===== config.mk =====
export PLATFORM = sky130hd
export DESIGN_NAME = lii_out_arbiter
export DESIGN_NICKNAME = d
export VERILOG_FILES = /design/src/rtl/lii_out_arbiter_pkg.sv /design/src/rtl/lii_out_arbiter_rr_pick.sv /design/src/rtl/lii_out_arbiter.sv
export SDC_FILE = /design/constraint.sdc
export NUM_CORES = 1
export LEC_CHECK = 0
export ABC_AREA = 0
export CORE_AREA = 5 5 146 148
export DETAILED_ROUTE_END_ITERATION = 8
export DIE_AREA = 0 0 151 153
export PLACE_DENSITY = 0.68
export SLEW_MARGIN = 10
export SYNTH_ARGS = -nofsm -noshare
export SYNTH_HDL_FRONTEND = slang
export SYNTH_HIERARCHICAL = 1
export SYNTH_SLANG_ARGS = --single-unit

===== constraint.sdc =====
create_clock -name aclk -period 2.5 [get_ports aclk]
set_input_delay 0.5 -clock aclk [delete_from_list [all_inputs] [get_ports aclk]]
set_output_delay 0.5 -clock aclk [all_outputs]
set_load 0.1 [all_outputs]

===== src/rtl/lii_out_arbiter_pkg.sv =====
// =============================================================================
// lii_out_arbiter_pkg: shared FSM state, LII id width and sizing helper.
// Revision: 1.0
// =============================================================================
`default_nettype none

package lii_out_arbiter_pkg;

   localparam int LII_ID_W = 8;

   typedef enum logic [0:0] {
      ST_IDLE  = 1'b0,
      ST_GRANT = 1'b1
   } arb_state_t;

   // Never returns 0 so that index and counter vectors stay at least 1 bit wide.
   function automatic int clog2_min1(input int value);
      return (value <= 2) ? 1 : $clog2(value);
   endfunction

endpackage

`default_nettype wire


===== src/rtl/lii_out_arbiter_rr_pick.sv =====
// =============================================================================
// lii_out_arbiter_rr_pick: combinational round-robin pick, first request at or after ptr.
// Revision: 1.0
// =============================================================================
`default_nettype none

module lii_out_arbiter_rr_pick
   import lii_out_arbiter_pkg::*;
#(
   parameter int N  = 4,
   parameter int IW = clog2_min1(N)
) (
   input  logic [N-1:0]  req,
   input  logic [IW-1:0] ptr,
   output logic [N-1:0]  gnt_oh,
   output logic [IW-1:0] gnt_idx,
   output logic          gnt_valid
);

   logic [IW-1:0] cand;

   always_comb begin
      gnt_oh    = '0;
      gnt_idx   = '0;
      gnt_valid = 1'b0;
      cand      = '0;
      for (int i = 0; i < N; i++) begin
         cand = IW'((int'(ptr) + i) % N);
         if (!gnt_valid && req[cand]) begin
            gnt_valid    = 1'b1;
            gnt_idx      = cand;
            gnt_oh[cand] = 1'b1;
         end
      end
   end

endmodule

`default_nettype wire


===== src/rtl/lii_out_arbiter.sv =====
// =============================================================================
// lii_out_arbiter: round-robin mux of N packed streams onto one registered LII out channel.
// Revision: 1.0
// =============================================================================
`default_nettype none

module lii_out_arbiter
   import lii_out_arbiter_pkg::*;
#(
   parameter int                  N      = 4,
   parameter int                  PW     = 64,
   parameter int                  BURST  = 8,
   parameter logic [LII_ID_W-1:0] SRC_ID = 8'h00,
   localparam int                 IW     = clog2_min1(N),
   localparam int                 CW     = clog2_min1(BURST)
) (
   input  logic                  aclk,
   input  logic                  arstn,
   input  logic [N*PW-1:0]       s_tdata,
   input  logic [N-1:0]          s_tvalid,
   input  logic [N-1:0]          s_tlast,
   input  logic [N*LII_ID_W-1:0] s_dst,
   output logic [N-1:0]          s_tready,
   output logic [PW-1:0]         lii_out_tdata,
   output logic                  lii_out_tvalid,
   input  logic                  lii_out_tready,
   output logic [LII_ID_W-1:0]   lii_out_src,
   output logic [LII_ID_W-1:0]   lii_out_dst,
   output logic                  ce,
   output logic [IW-1:0]         grant_id
);

   arb_state_t          state_q, state_d;
   logic [IW-1:0]       rr_ptr_q, rr_ptr_d;
   logic [IW-1:0]       grant_id_q, grant_id_d;
   logic [N-1:0]        grant_oh_q, grant_oh_d;
   logic [CW-1:0]       beat_cnt_q, beat_cnt_d;
   logic                out_valid_q, out_valid_d;
   logic [PW-1:0]       out_data_q, out_data_d;
   logic [LII_ID_W-1:0] out_dst_q, out_dst_d;

   logic [PW-1:0]       s_data_arr [N];
   logic [LII_ID_W-1:0] s_dst_arr  [N];
   logic [N-1:0]        pick_oh;
   logic [IW-1:0]       pick_idx;
   logic                pick_valid;
   logic                buf_free;
   logic                sel_valid;
   logic                sel_last;
   logic                accept;
   logic                burst_done;
   logic [IW-1:0]       ptr_after;

   for (genvar gi = 0; gi < N; gi++) begin : g_unpack
      assign s_data_arr[gi] = s_tdata[gi*PW +: PW];
      assign s_dst_arr[gi]  = s_dst[gi*LII_ID_W +: LII_ID_W];
   end

   lii_out_arbiter_rr_pick #(
      .N  (N),
      .IW (IW)
   ) u_rr_pick (
      .req       (s_tvalid),
      .ptr       (rr_ptr_q),
      .gnt_oh    (pick_oh),
      .gnt_idx   (pick_idx),
      .gnt_valid (pick_valid)
   );

   assign buf_free   = !out_valid_q || lii_out_tready;
   assign sel_valid  = s_tvalid[grant_id_q];
   assign sel_last   = s_tlast[grant_id_q];
   assign accept     = (state_q == ST_GRANT) && sel_valid && buf_free;
   assign burst_done = sel_last || (beat_cnt_q == CW'(BURST - 1));
   assign ptr_after  = (grant_id_q == IW'(N - 1)) ? '0 : grant_id_q + 1'b1;

   always_comb begin
      state_d     = state_q;
      rr_ptr_d    = rr_ptr_q;
      grant_id_d  = grant_id_q;
      grant_oh_d  = grant_oh_q;
      beat_cnt_d  = beat_cnt_q;
      out_valid_d = out_valid_q;
      out_data_d  = out_data_q;
      out_dst_d   = out_dst_q;

      // Drain first; a same-cycle load below overrides it so tvalid stays high.
      if (out_valid_q && lii_out_tready) begin
         out_valid_d = 1'b0;
      end
      if (accept) begin
         out_valid_d = 1'b1;
         out_data_d  = s_data_arr[grant_id_q];
         out_dst_d   = s_dst_arr[grant_id_q];
         beat_cnt_d  = beat_cnt_q + 1'b1;
      end

      case (state_q)
         ST_IDLE: begin
            if (pick_valid) begin
               state_d    = ST_GRANT;
               grant_id_d = pick_idx;
               grant_oh_d = pick_oh;
               beat_cnt_d = '0;
            end
         end
         ST_GRANT: begin
            // Release on packet end, burst limit, or an idle requester with room to take a beat.
            if ((accept && burst_done) || (!sel_valid && buf_free)) begin
               state_d  = ST_IDLE;
               rr_ptr_d = ptr_after;
            end
         end
         default: state_d = ST_IDLE;
      endcase
   end

   always_ff @(posedge aclk or negedge arstn) begin
      if (!arstn) begin
         state_q     <= ST_IDLE;
         rr_ptr_q    <= '0;
         grant_id_q  <= '0;
         grant_oh_q  <= '0;
         beat_cnt_q  <= '0;
         out_valid_q <= 1'b0;
         out_data_q  <= '0;
         out_dst_q   <= '0;
      end else begin
         state_q     <= state_d;
         rr_ptr_q    <= rr_ptr_d;
         grant_id_q  <= grant_id_d;
         grant_oh_q  <= grant_oh_d;
         beat_cnt_q  <= beat_cnt_d;
         out_valid_q <= out_valid_d;
         out_data_q  <= out_data_d;
         out_dst_q   <= out_dst_d;
      end
   end

   assign s_tready       = (state_q == ST_GRANT) ? (grant_oh_q & {N{buf_free}}) : '0;
   assign lii_out_tdata  = out_data_q;
   assign lii_out_tvalid = out_valid_q;
   assign lii_out_src    = SRC_ID;
   assign lii_out_dst    = out_dst_q;
   assign ce             = !(out_valid_q && !lii_out_tready);
   assign grant_id       = grant_id_q;

endmodule

`default_nettype wire


Yosys cells after proc, flatten, opt, wreduce, memory -nomap -nowiden
Cells that the tools add are included.

word-level totals
  flip-flop bits (word level) = 85
  word-level logic and storage cells = 105

cells by class
  reduce and logical (&&, ||, !) cells = 26
  $add $sub $neg = 5
  equality and inequality tests = 2
  bitwise logic cells = 6
  muxes and demuxes = 48
  $lt $le $gt $ge = 10

operators by type and width
  kind                                                         count
  binary-select mux 64 bit (select 2 bit)                      1
  2-to-1 mux 64 bit                                            2
  2-to-1 mux 4 bit                                             5
  2-to-1 mux 1 bit                                             18
  binary-select mux 8 bit (select 2 bit)                       1
  2-to-1 mux 8 bit                                             2
  less-than comparator 2 x 3 -> 1 bit (second input constant)  5
  logical AND 1 bit                                            13
  binary-select mux 1 bit (select 2 bit)                       6
  OR 4 bit                                                     3
  2-to-1 mux 2 bit                                             5
  2-to-1 mux 3 bit                                             3
  demux 1 bit (select 2 bit)                                   4
  >= comparator 2 x 1 -> 1 bit (second input constant)         4
  zero test 1 bit                                              7
  adder 2 x 1 -> 2 bit (second input constant)                 2
  adder 2 bit (second input constant)                          2
  bitwise AND 4 bit                                            1
  AND reduction 2 bit                                          2
  adder 3 x 1 -> 3 bit (second input constant)                 1
  equality test 3 bit (second input constant)                  1
  >= comparator 3 bit (second input constant)                  1
  logical OR 1 bit                                             3
  NOT 2 -> 3 bit                                               1
  4 further kinds                                              4

Logic depth before layout (Yosys ltp)
Gate-level depths: netlist (run 1).

  depth in word-level cells = 14
  depth in mapped cells = 10
  gate-level depth less buffers = 7

Hierarchy
The synthesis (run 1) kept the hierarchy.

by module, submodules not included
  module                   instances  area an instance (sq um)  cells each  seq. area each (sq um)
  lii_out_arbiter          1          5,118.7                   302         2,127.0
  lii_out_arbiter_rr_pick  1          419.2                     45          0.0

Worst setup path after synthesis (run 1)
Ideal clock, no wire load.

  kind = register to output
  from = register out_valid_q, in the netlist lii_out_tvalid
  to = output port s_tready[0]
  data required time = 2,000 ps
  slack = -829 ps
  arrival time = 2,829 ps
  cell stages (with the launch flop) = 4
  cell sequence = dfrtp_1 > nand2b_1 > clkbuf_1 > and3_1

on the way
  longest elaborated chain between the ends = 4

ends and longest elaborated chain
  item                    line                    text
  from (decl)             lii_out_arbiter.sv:38   logic out_valid_q, out_valid_d;
  from (signal assigned)  lii_out_arbiter.sv:134  out_valid_q <= out_valid_d;
  zero test 1 bit         lii_out_arbiter.sv:70   assign buf_free = !out_valid_q || lii_out_tready;
  logical OR 1 bit        lii_out_arbiter.sv:70
  bitwise AND 4 bit       lii_out_arbiter.sv:140  assign s_tready = (state_q == ST_GRANT) ? (grant_oh_q & {N{buf_free}}) : '0;
  2-to-1 mux 4 bit        lii_out_arbiter.sv:140
  to (decl)               lii_out_arbiter.sv:23   output logic [N-1:0] s_tready,

Every way passes these cells.

Worst setup path in the final report (run 1)
  from = input port s_tvalid[0]
  to = register grant_oh_q[1]

on the way
  longest elaborated chain between the ends = 13

ends and longest elaborated chain
  item                                      line                           text
  from (decl)                               lii_out_arbiter.sv:20          input logic [N-1:0] s_tvalid,
  binary-select mux 1 bit (select 2 bit)    lii_out_arbiter_rr_pick.sv:29  if (!gnt_valid && req[cand]) begin
  2-to-1 mux 1 bit (not written as such)    lii_out_arbiter_rr_pick.sv:29
  2-to-1 mux 1 bit                          lii_out_arbiter_rr_pick.sv:29
  zero test 1 bit                           lii_out_arbiter_rr_pick.sv:29
  logical AND 1 bit                         lii_out_arbiter_rr_pick.sv:29
  2-to-1 mux 1 bit                          lii_out_arbiter_rr_pick.sv:29
  zero test 1 bit                           lii_out_arbiter_rr_pick.sv:29
  logical AND 1 bit                         lii_out_arbiter_rr_pick.sv:29
  2-to-1 mux 1 bit                          lii_out_arbiter_rr_pick.sv:29
  zero test 1 bit                           lii_out_arbiter_rr_pick.sv:29
  logical AND 1 bit                         lii_out_arbiter_rr_pick.sv:29
  2-to-1 mux 1 bit (*)                      lii_out_arbiter_rr_pick.sv:29
  via pick_valid                            lii_out_arbiter.sv:46          logic pick_valid;
  AND reduction 2 bit (no source line) (*)  --
  to (signal assigned)                      lii_out_arbiter.sv:132         grant_oh_q <= grant_oh_d;
  to (decl)                                 lii_out_arbiter.sv:36          logic [N-1:0] grant_oh_q, grant_oh_d;

Mark *: on every way through the listed nets, which the timed path passes. The rest lies on a longest branch. The select of a mux whose other input is x is not followed.
A chain may end at the register's enable or synchronous reset.

==> results.md, run 1 <==
* Horiz. Die Dim at 151 um
* Post-CTS Repair Setup Buffers at 0
* Outcome: completed
* Minimum period implied by the final worst setup slack at 2.33 ns
* Clock slew at the register clock pins of the worst setup and hold paths at 0.06 ns
* Reported max-cap violation count at 0
* Seq pwr share at 0.169
* Cts bufs inserted at 9
* Slowest Stage Delay on Critical Path at 0.64 ns
* CTS max path bufs at 2
* Number of iterations in the first detailed-routing pass at 4
* Via count at 4791
* Max rail drop VDD at 1080 uV
* Clock network latency to the later pin of the worst-skew pair at 0.34 ns
* Library cells used by synthesis at 33
* CTS tree: yes
* Number of enable-type register cells in the synthesized netlist at 0
* Layout cells sized above 1 at 0.384
* GRT overflow at 0
* Unrepaired setup endpoints after global routing: no
* Maximum number of pins on one net before global-route repair at 61
* Critical path start-end classification: primary input to flip-flop
* Cell count after synthesis at 347
* Synthesized area per cell at 16.0 um2
* Non-filler cells in the finished layout at 995
* Proportion of synthesized chip area in sequential cells at 0.384
* Hold/Removal Path Class: primary input to asynchronous set/reset pin
* ANT nets after route at 0
* Placed insts at 980
* Total die area at 23100 um2
* Worst slew slack as a fraction of its limit at 0.547
* Top-level port count at 387
* Max stage delay cell, worst path: mux4_1
* Post-detail-place hpwl at 17600 um
* Clock sink count at 85
* Antenna violations before repair at 3
* Relative contribution of combinational cells to total power at 0.746
* Sw power at 8.11 mW
* Overall Power at 14.8 mW
* DRC at 0
* Hold buffer count at CTS at 0
* H-tree levels at 3
* Count of pins over their slew limit at 0
* Layout Cell Area excl Fill at 9770 um2
* Data required time of the critical path at 2.72 ns
* Count of state elements after synthesis at 85
* Area post-placement at 9500 um2
* Final Skew at 0.00635 ns
* Total Nets Final at 1028
* Fraction of power consumed by the clock network at 0.085
* Most common cell after layout, fill and taps aside: clkdlybuf4s50_1
* Leakage Power at 3.91 nW
* Site Rows at 52
* Port Buffers at 378
* Count of buffering cells on the critical path with inverters included at 1
* RD Place Congestion at 0.872
* Core box area at 19900 um2
* Vias in the first global route at 5331
* Most frequent cells in the layout: clkdlybuf4s50_1, buf_4, dfrtp_1
* Yosys warning total at 6
* Post-CTS sizing at 0
* Number of violations reported at the end of detailed-routing iteration 0 at 163
* Fraction of power spent switching nets at 0.549
* Via density per instance at 4.82
* Final routed wirelength across all metal layers at 20900 um
* Chain of cells forming the critical path: clkdlybuf4s50_1, mux4_1, nor3_1, nand2b_1, nor2b_2, mux2_2
* Effective utilization at floorplan at 0.278
* Critical path's top delay family: multiplexers
* Arrival time worst endpoint at 2.55 ns
* Proportion of synthesized flip-flops having asynchronous set or reset at 1.00
* Total Negative Setup Slacks at 0 ns
* Flip-flop cell with the highest count after synthesis: dfrtp_1
* Final number of hold-violating endpoints at 0
* Pwr per Cell Area at 1510 nW/um2
* FMAX at 429 MHz
* CP Launch Point: s_tvalid[0]
* Worst-margin pin slew at 0.680 ns
* Gr usage total at 0.175
* Worst r2r src: rr_ptr_q[1]
* Crit path max fanout at 7
* Netlist area before placement at 5540 um2
* Die height at 153 um
* Area delta synth->final at 76.5%
* Critical Path Source Type: primary input
* DR WL/cell at 21.0 um
* Root Buffer: clkbuf_16
* Global-route wire length before repair at 30700 um
* Final setup violation count at 0
* Internal Pwr Total at 6.67 mW
* Post-route fraction of the period consumed by the critical path at 0.931
* Endpoint type of the worst setup path: flip-flop
layer usage:
layer / vias to the layer above / track usage / routed length (um)
met5: - / 0 / 27
li1: 2122 / - / -
met3: 29 / 0.0566 / 2010
met1: 2394 / 0.199 / 7540
met4: 4 / 0.0592 / 426
met2: 242 / 0.307 / 10900
layout make-up:
class,instances,area (um2)
timing repair buffer,394,3850
fill,1788,10100
clock inverter,3,21.3
clock buffer,11,253
inverter,4,15.0
sequential,85,2130
multi-input combinational,227,3160
tap,270,338
antenna,1,2.50
power by group through the flow:
stage	registers (mW)	clock network [mW]	logic [mW]
6_report	2.50	1.25	11.0
5_1_grt	2.59	1.36	11.5
4_1_cts	2.50	1.32	11.1
3_5_place_dp	2.53	0	11.1
3_3_place_gp	2.50	0	11.0
2_1_floorplan	7.03	0	4.01
per-stage QoR:
stage / worst slack [ns] / utilization / hold slack [ns]
finish: 0.172 / 0.491 / 0.0734
global route: 0.104 / 0.491 / 0.0833
CTS: 0.124 / 0.491 / 0.0698
detailed placement: -0.184 / 0.477 / 0.447
global placement: -0.0512 / 0.477 / 0.432
floorplan: -0.0502 / - / 0.204
cell usage after synthesis, drive strengths merged (4+ instances only):
| master | count | area, um2 |
|---|---|---|
| dfrtp | 85 | 2130 |
| ha | 8 | 100 |
| inv | 4 | 15.0 |
| o21ai | 5 | 25.0 |
| and3 | 4 | 25.0 |
| clkbuf | 8 | 30.0 |
| mux4 | 77 | 1740 |
| buf | 30 | 248 |
| a22oi | 8 | 60.1 |
| mux2i | 5 | 50.1 |
| nand2 | 4 | 15.0 |
| nor2 | 9 | 33.8 |
| mux2 | 82 | 923 |
final timing paths:
check                                          to  slack, ns  depth (start not counted)
worst max-delay path                grant_oh_q[1]       0.17                          6
worst min-delay path            lii_out_tdata[49]       0.07                          1
worst max register to register      grant_oh_q[1]       0.21                          7
worst min register to register      grant_oh_q[0]       0.50                          1
max in group asynchronous       lii_out_tdata[22]       1.74                          2
min in group aclk                   grant_oh_q[0]       0.50                          1
logic make-up after synthesis:
kind of cell	count (synthesis)	share of synthesized area
XOR/XNOR	1	0.00158
other	1	0.000677
AND/OR/NAND/NOR	26	0.0276
adder cells (fa/ha/maj)	8	0.0181
multiplexers	164	0.490
buffers and inverters	42	0.0529
flip-flops	85	0.384
AO/OA/AOI/OAI	20	0.0249
flip-flops by register name, indices dropped and copies added (netlist names):
signal / cells
beat_cnt_q: 3
grant_id: 2
grant_oh_q: 4
lii_out_dst: 8
lii_out_tdata: 64
lii_out_tvalid: 1
rr_ptr_q: 2
state_q: 1
Note: power is estimated with default switching activity, not from simulation.
==> run 2, diff against run 1 <==
Settings changed: CORE_AREA 5 5 146 148 to 8 8 145 147, DIE_AREA 0 0 151 153 to 0 0 153 155, PLACE_DENSITY 0.68 to 0.78.
==> results.md, run 2 (synthesized netlist as in run 1, its figures left out) <==
* FMAX at 442 MHz
* Critical Path Source Type: primary input
* Minimum setup slack among reg-to-reg paths at 0.28 ns
* CTS tree: yes
* Slowest Stage Delay on Critical Path at 0.44 ns
* Outcome: completed
* Cts bufs inserted at 9
* H-tree levels at 3
* Global-route wire length before repair at 33200 um
* Chain of cells forming the critical path: clkdlybuf4s50_1, nand2b_1, and3_2, buf_12
* Total die area at 23700 um2
* Max stage delay cell, worst path: clkdlybuf4s50_1
* Footprint of the multi-input gates at 3160 um2
* DRC at 0
* Flip-flop count of the largest register after layout at 64
* Core box area at 19000 um2
* Count of pins over their slew limit at 0
* Post-CTS sizing at 0
* Root Buffer: clkbuf_16
* Most common cell after layout, fill and taps aside: clkdlybuf4s50_1
* Worst r2r src: rr_ptr_q[1]
* Via density per instance at 4.98
* Port Buffers at 378
* Antenna violations before repair at 4
* Total Nets Final at 1031
* Clock network latency to the later pin of the worst-skew pair at 0.34 ns
* Pwr per Cell Area at 1520 nW/um2
* ANT nets after route at 0
* Minimum period implied by the final worst setup slack at 2.26 ns
* Clock sink count at 85
* Gr usage total at 0.185
* Number of iterations in the first detailed-routing pass at 4
* Via count at 4811
* Post-CTS Repair Setup Buffers at 0
* Unrepaired setup endpoints after global routing: no
* Critical path's top delay family: simple AND/OR/NAND/NOR gates
* Top-level port count at 387
* Maximum number of pins on one net before global-route repair at 49
* Most frequent cells in the layout: clkdlybuf4s50_1, buf_4, dfrtp_1
* Crit path max fanout at 8
* Post-route fraction of the period consumed by the critical path at 0.905
* Hold buffer count at CTS at 0
* Non-filler cells in the finished layout at 967
* Overall Power at 14.9 mW
* Final routed wirelength across all metal layers at 22200 um
* Depth of the most critical reg-to-reg path at 7
* Vias in the first global route at 5285
* Post-detail-place hpwl at 18600 um
* Endpoint type of the worst setup path: primary output
* Placed insts at 951
* DR WL/cell at 22.9 um
* Layout cells sized above 1 at 0.385
* Final number of hold-violating endpoints at 0
* Max rail drop VDD at 937 uV
* Reported max-cap violation count at 0
* Count of filler cells inserted in the layout at 1655
* Final setup violation count at 0
* Clock slew at the register clock pins of the worst setup and hold paths at 0.07 ns
* Horiz. Die Dim at 153 um
* Utilization of the core after routing at 0.515
* Number of violations reported at the end of detailed-routing iteration 0 at 246
* Storage element area at 2130 um2
* Arrival time worst endpoint at 1.76 ns
* Area delta synth->final at 76.3%
* RD Place Congestion at 0.824
* Final Skew at 0.00910 ns
* Data required time of the critical path at 2.00 ns
* Number of antenna cells inserted at 0
* Die height at 155 um
* CTS max path bufs at 2
* Hold/Removal Path Class: primary input to asynchronous set/reset pin
* Effective utilization at floorplan at 0.292
* Site Rows at 51
* Crit Reg-Reg Endpoint: grant_id[0]
* Critical path start-end classification: primary input to primary output
* Leakage Power at 3.93 nW
* Count of buffering cells on the critical path with inverters included at 2
* GRT overflow at 0
==> run 2: final cells by class <==
cell class,count,share of cell area
inverters,4,0.00154
flip-flops and latches,85,0.219
multi-input cells,227,0.324
repair buffers,397,0.396
clock inverters,5,0.00615
clock buffers,11,0.0238
well taps,238,0.0305
==> run 2: metrics by stage <==
step	instance area, um2	worst slack (ns)	hold slack (ns)	TNS [ns]
after floorplan	5570	-0.0502	0.204	-0.201
after global placement	9470	-0.0945	0.390	-1.02
after detailed placement	9470	-0.127	0.391	-2.43
after CTS	9760	0.179	0.00936	0
after global routing	9760	0.136	0.0224	0
final	9760	0.237	0.0202	0
==> run 2: power by group <==
part           switching [mW]  leakage (nW)  internal, mW  total, mW
Combinational            7.11          2.78          3.84       10.9
Clock                   0.573         0.140         0.780       1.35
Sequential              0.455          1.01          2.11       2.56
Total                    8.14          3.93          6.73       14.9
==> run 2: metal layers <==
metal | GRT usage | vias to the layer above | wire length [um]
met4 | 0.0476 | 6 | 244
met3 | 0.0566 | 23 | 1700
li1 | - | 2135 | -
met5 | 0 | - | 39
met2 | 0.315 | 221 | 11300
met1 | 0.225 | 2426 | 8930
==> run 2: worst max path at each step <==
stage              startpoint       endpoint  slack (ns)  cells past startpoint
2_1_floorplan  lii_out_tvalid    s_tready[0]       -0.05                      3
3_3_place_gp      s_tvalid[2]  grant_oh_q[3]       -0.09                      6
3_5_place_dp      s_tvalid[2]    grant_id[0]       -0.13                      6
4_1_cts           rr_ptr_q[1]    grant_id[0]        0.18                      7
5_1_grt           s_tvalid[2]    grant_id[0]        0.14                      6
6_report       lii_out_tready    s_tready[1]        0.24                      4
==> run 3, diff against run 2 <==
Settings changed: CORE_AREA 8 8 145 147 to 8 8 143 145, CTS_BUF_LIST set to sky130_fd_sc_hd__clkbuf_8, DIE_AREA 0 0 153 155 to 0 0 151 153, PLACE_DENSITY 0.78 to 0.8.
==> results.md, run 3 (synthesized netlist as in run 1, its figures left out) <==
* Endpoint type of the worst setup path: flip-flop
* Max rail drop VDD at 950 uV
* Utilization of the core after routing at 0.530
* Layout cells sized above 1 at 0.385
* Crit Reg-Reg Endpoint: grant_oh_q[3]
* Leakage Power at 3.90 nW
* Count of pins over their slew limit at 0
* Gr usage total at 0.189
* Die height at 153 um
* Post-route fraction of the period consumed by the critical path at 0.897
* Post-detail-place hpwl at 18700 um
* Outcome: completed
* Root Buffer: clkbuf_8
* Total Negative Setup Slacks at 0 ns
* H-tree levels at 3
* Most common cell after layout, fill and taps aside: clkdlybuf4s50_1
* Crit path max fanout at 7
* Count of filler cells inserted in the layout at 1579
* Setup Slack @ Placement at -0.136 ns
* Data required time of the critical path at 2.73 ns
* Flip-flop count of the largest register after layout at 64
* Via density per instance at 4.93
* Unrepaired setup endpoints after global routing: no
* Hold/Removal Path Class: primary input to asynchronous set/reset pin
* Slowest Stage Delay on Critical Path at 0.63 ns
* Critical path start-end classification: primary input to flip-flop
* Worst r2r src: rr_ptr_q[1]
* ANT nets after route at 0
* Min Hold Slack at 0.0408 ns
* DRC at 0
* Site Rows at 50
* Clock sink count at 85
* Clock network latency to the later pin of the worst-skew pair at 0.36 ns
* Final routed wirelength across all metal layers at 22300 um
* Total Nets Final at 1030
* RD Place Congestion at 0.825
* Layout Cell Area excl Fill at 9680 um2
* Total die area at 23100 um2
* GRT met1 Usage at 0.211
* Arrival time worst endpoint at 2.48 ns
* Area delta synth->final at 74.9%
* Post-CTS sizing at 0
* Critical Path Source Type: primary input
* Number of iterations in the first detailed-routing pass at 4
* Depth of the most critical reg-to-reg path at 8
* Horiz. Die Dim at 151 um
* Reported max-cap violation count at 0
* CTS max path bufs at 2
* Clock slew at the register clock pins of the worst setup and hold paths at 0.08 ns
* GRT overflow at 0
* Number of violations reported at the end of detailed-routing iteration 0 at 185
* Post-CTS Repair Setup Buffers at 0
* Most used routing layer in global routing: met2
* Pwr per Cell Area at 1510 nW/um2
* Cts bufs inserted at 9
* Port Buffers at 378
* Most frequent cells in the layout: clkdlybuf4s50_1, buf_4, dfrtp_1
* Top-level port count at 387
* Antenna violations before repair at 2
* Met3 layer usage reported by global route at 0.0629
* Core box area at 18300 um2
* Maximum number of pins on one net before global-route repair at 69
* FMAX at 446 MHz
* CTS tree: yes
* Area post-placement at 9480 um2
* GR Layer Usage met2 at 0.336
* Final setup violation count at 0
* DR WL/cell at 23.1 um
* Effective utilization at floorplan at 0.303
* Hold buffer count at CTS at 0
* Chain of cells forming the critical path: clkdlybuf4s50_1, mux4_1, nor3_1, nand2b_1, nor2b_2, mux2_2
* Final number of hold-violating endpoints at 0
* Minimum period implied by the final worst setup slack at 2.24 ns
* Max stage delay cell, worst path: mux4_1
* Minimum setup slack among reg-to-reg paths at 0.26 ns
* Vias in the first global route at 5338
* Via count at 4752
* Setup WS post-layout at 0.257 ns
* Global-route wire length before repair at 32800 um
* Final Skew at 0.0181 ns
[run 3: cell count changes in the layout (fill, tap and decap cells not counted), sizes merged]
cell,delta
diode,+2
buf,-1
clkinv,-1
clkinvlp,-1
inv,+1
[run 3: routing by layer]
layer | share of wire | up-vias
met5 | 0.00058 | -
met3 | 0.093 | 22
li1 | - | 2124
met4 | 0.015 | 2
met2 | 0.53 | 212
met1 | 0.36 | 2392
[run 3: per-stage QoR]
stage,cells,power [mW]
6_report,963,14.6
5_1_grt,962,15.3
4_1_cts,961,14.8
3_5_place_dp,946,13.7
3_3_place_gp,946,13.6
2_1_floorplan,354,11.0
[run 3: critical path: cells and delay by family]
kind	cells	cell delay [ns]
muxes	2	0.92
and+or+nand+nor	3	0.54
buffers and inverters	1	0.50
[run 3: how the worst max path moves through the flow]
stage	startpoint	endpoint	depth (start not counted)
6_report	s_tvalid[2]	grant_oh_q[1]	6
3_5_place_dp	s_tvalid[2]	grant_id[0]	6
4_1_cts	rr_ptr_q[1]	grant_id[0]	7
2_1_floorplan	lii_out_tvalid	s_tready[0]	3
5_1_grt	rr_ptr_q[1]	grant_oh_q[3]	7
3_3_place_gp	s_tvalid[2]	grant_oh_q[3]	6
[run 3: layout make-up]
| type | instances | area [um2] | area share |
|---|---|---|---|
| inverter | 4 | 15.0 | 0.00155 |
| antenna | 2 | 5.00 | 0.000517 |
| sequential | 85 | 2130 | 0.220 |
| clock buffer | 11 | 151 | 0.0156 |
| tap | 234 | 293 | 0.0302 |
| clock inverter | 4 | 47.5 | 0.00491 |
| timing repair buffer | 396 | 3880 | 0.401 |
| multi-input combinational | 227 | 3160 | 0.326 |
[run 3: power by group]
part / total (mW) / switching (mW) / leakage, nW / internal [mW]
sequential: 2.57 / 0.465 / 1.01 / 2.10
clock: 1.01 / 0.499 / 0.107 / 0.510
combinational: 11.0 / 7.15 / 2.79 / 3.87
total: 14.6 / 8.12 / 3.90 / 6.48
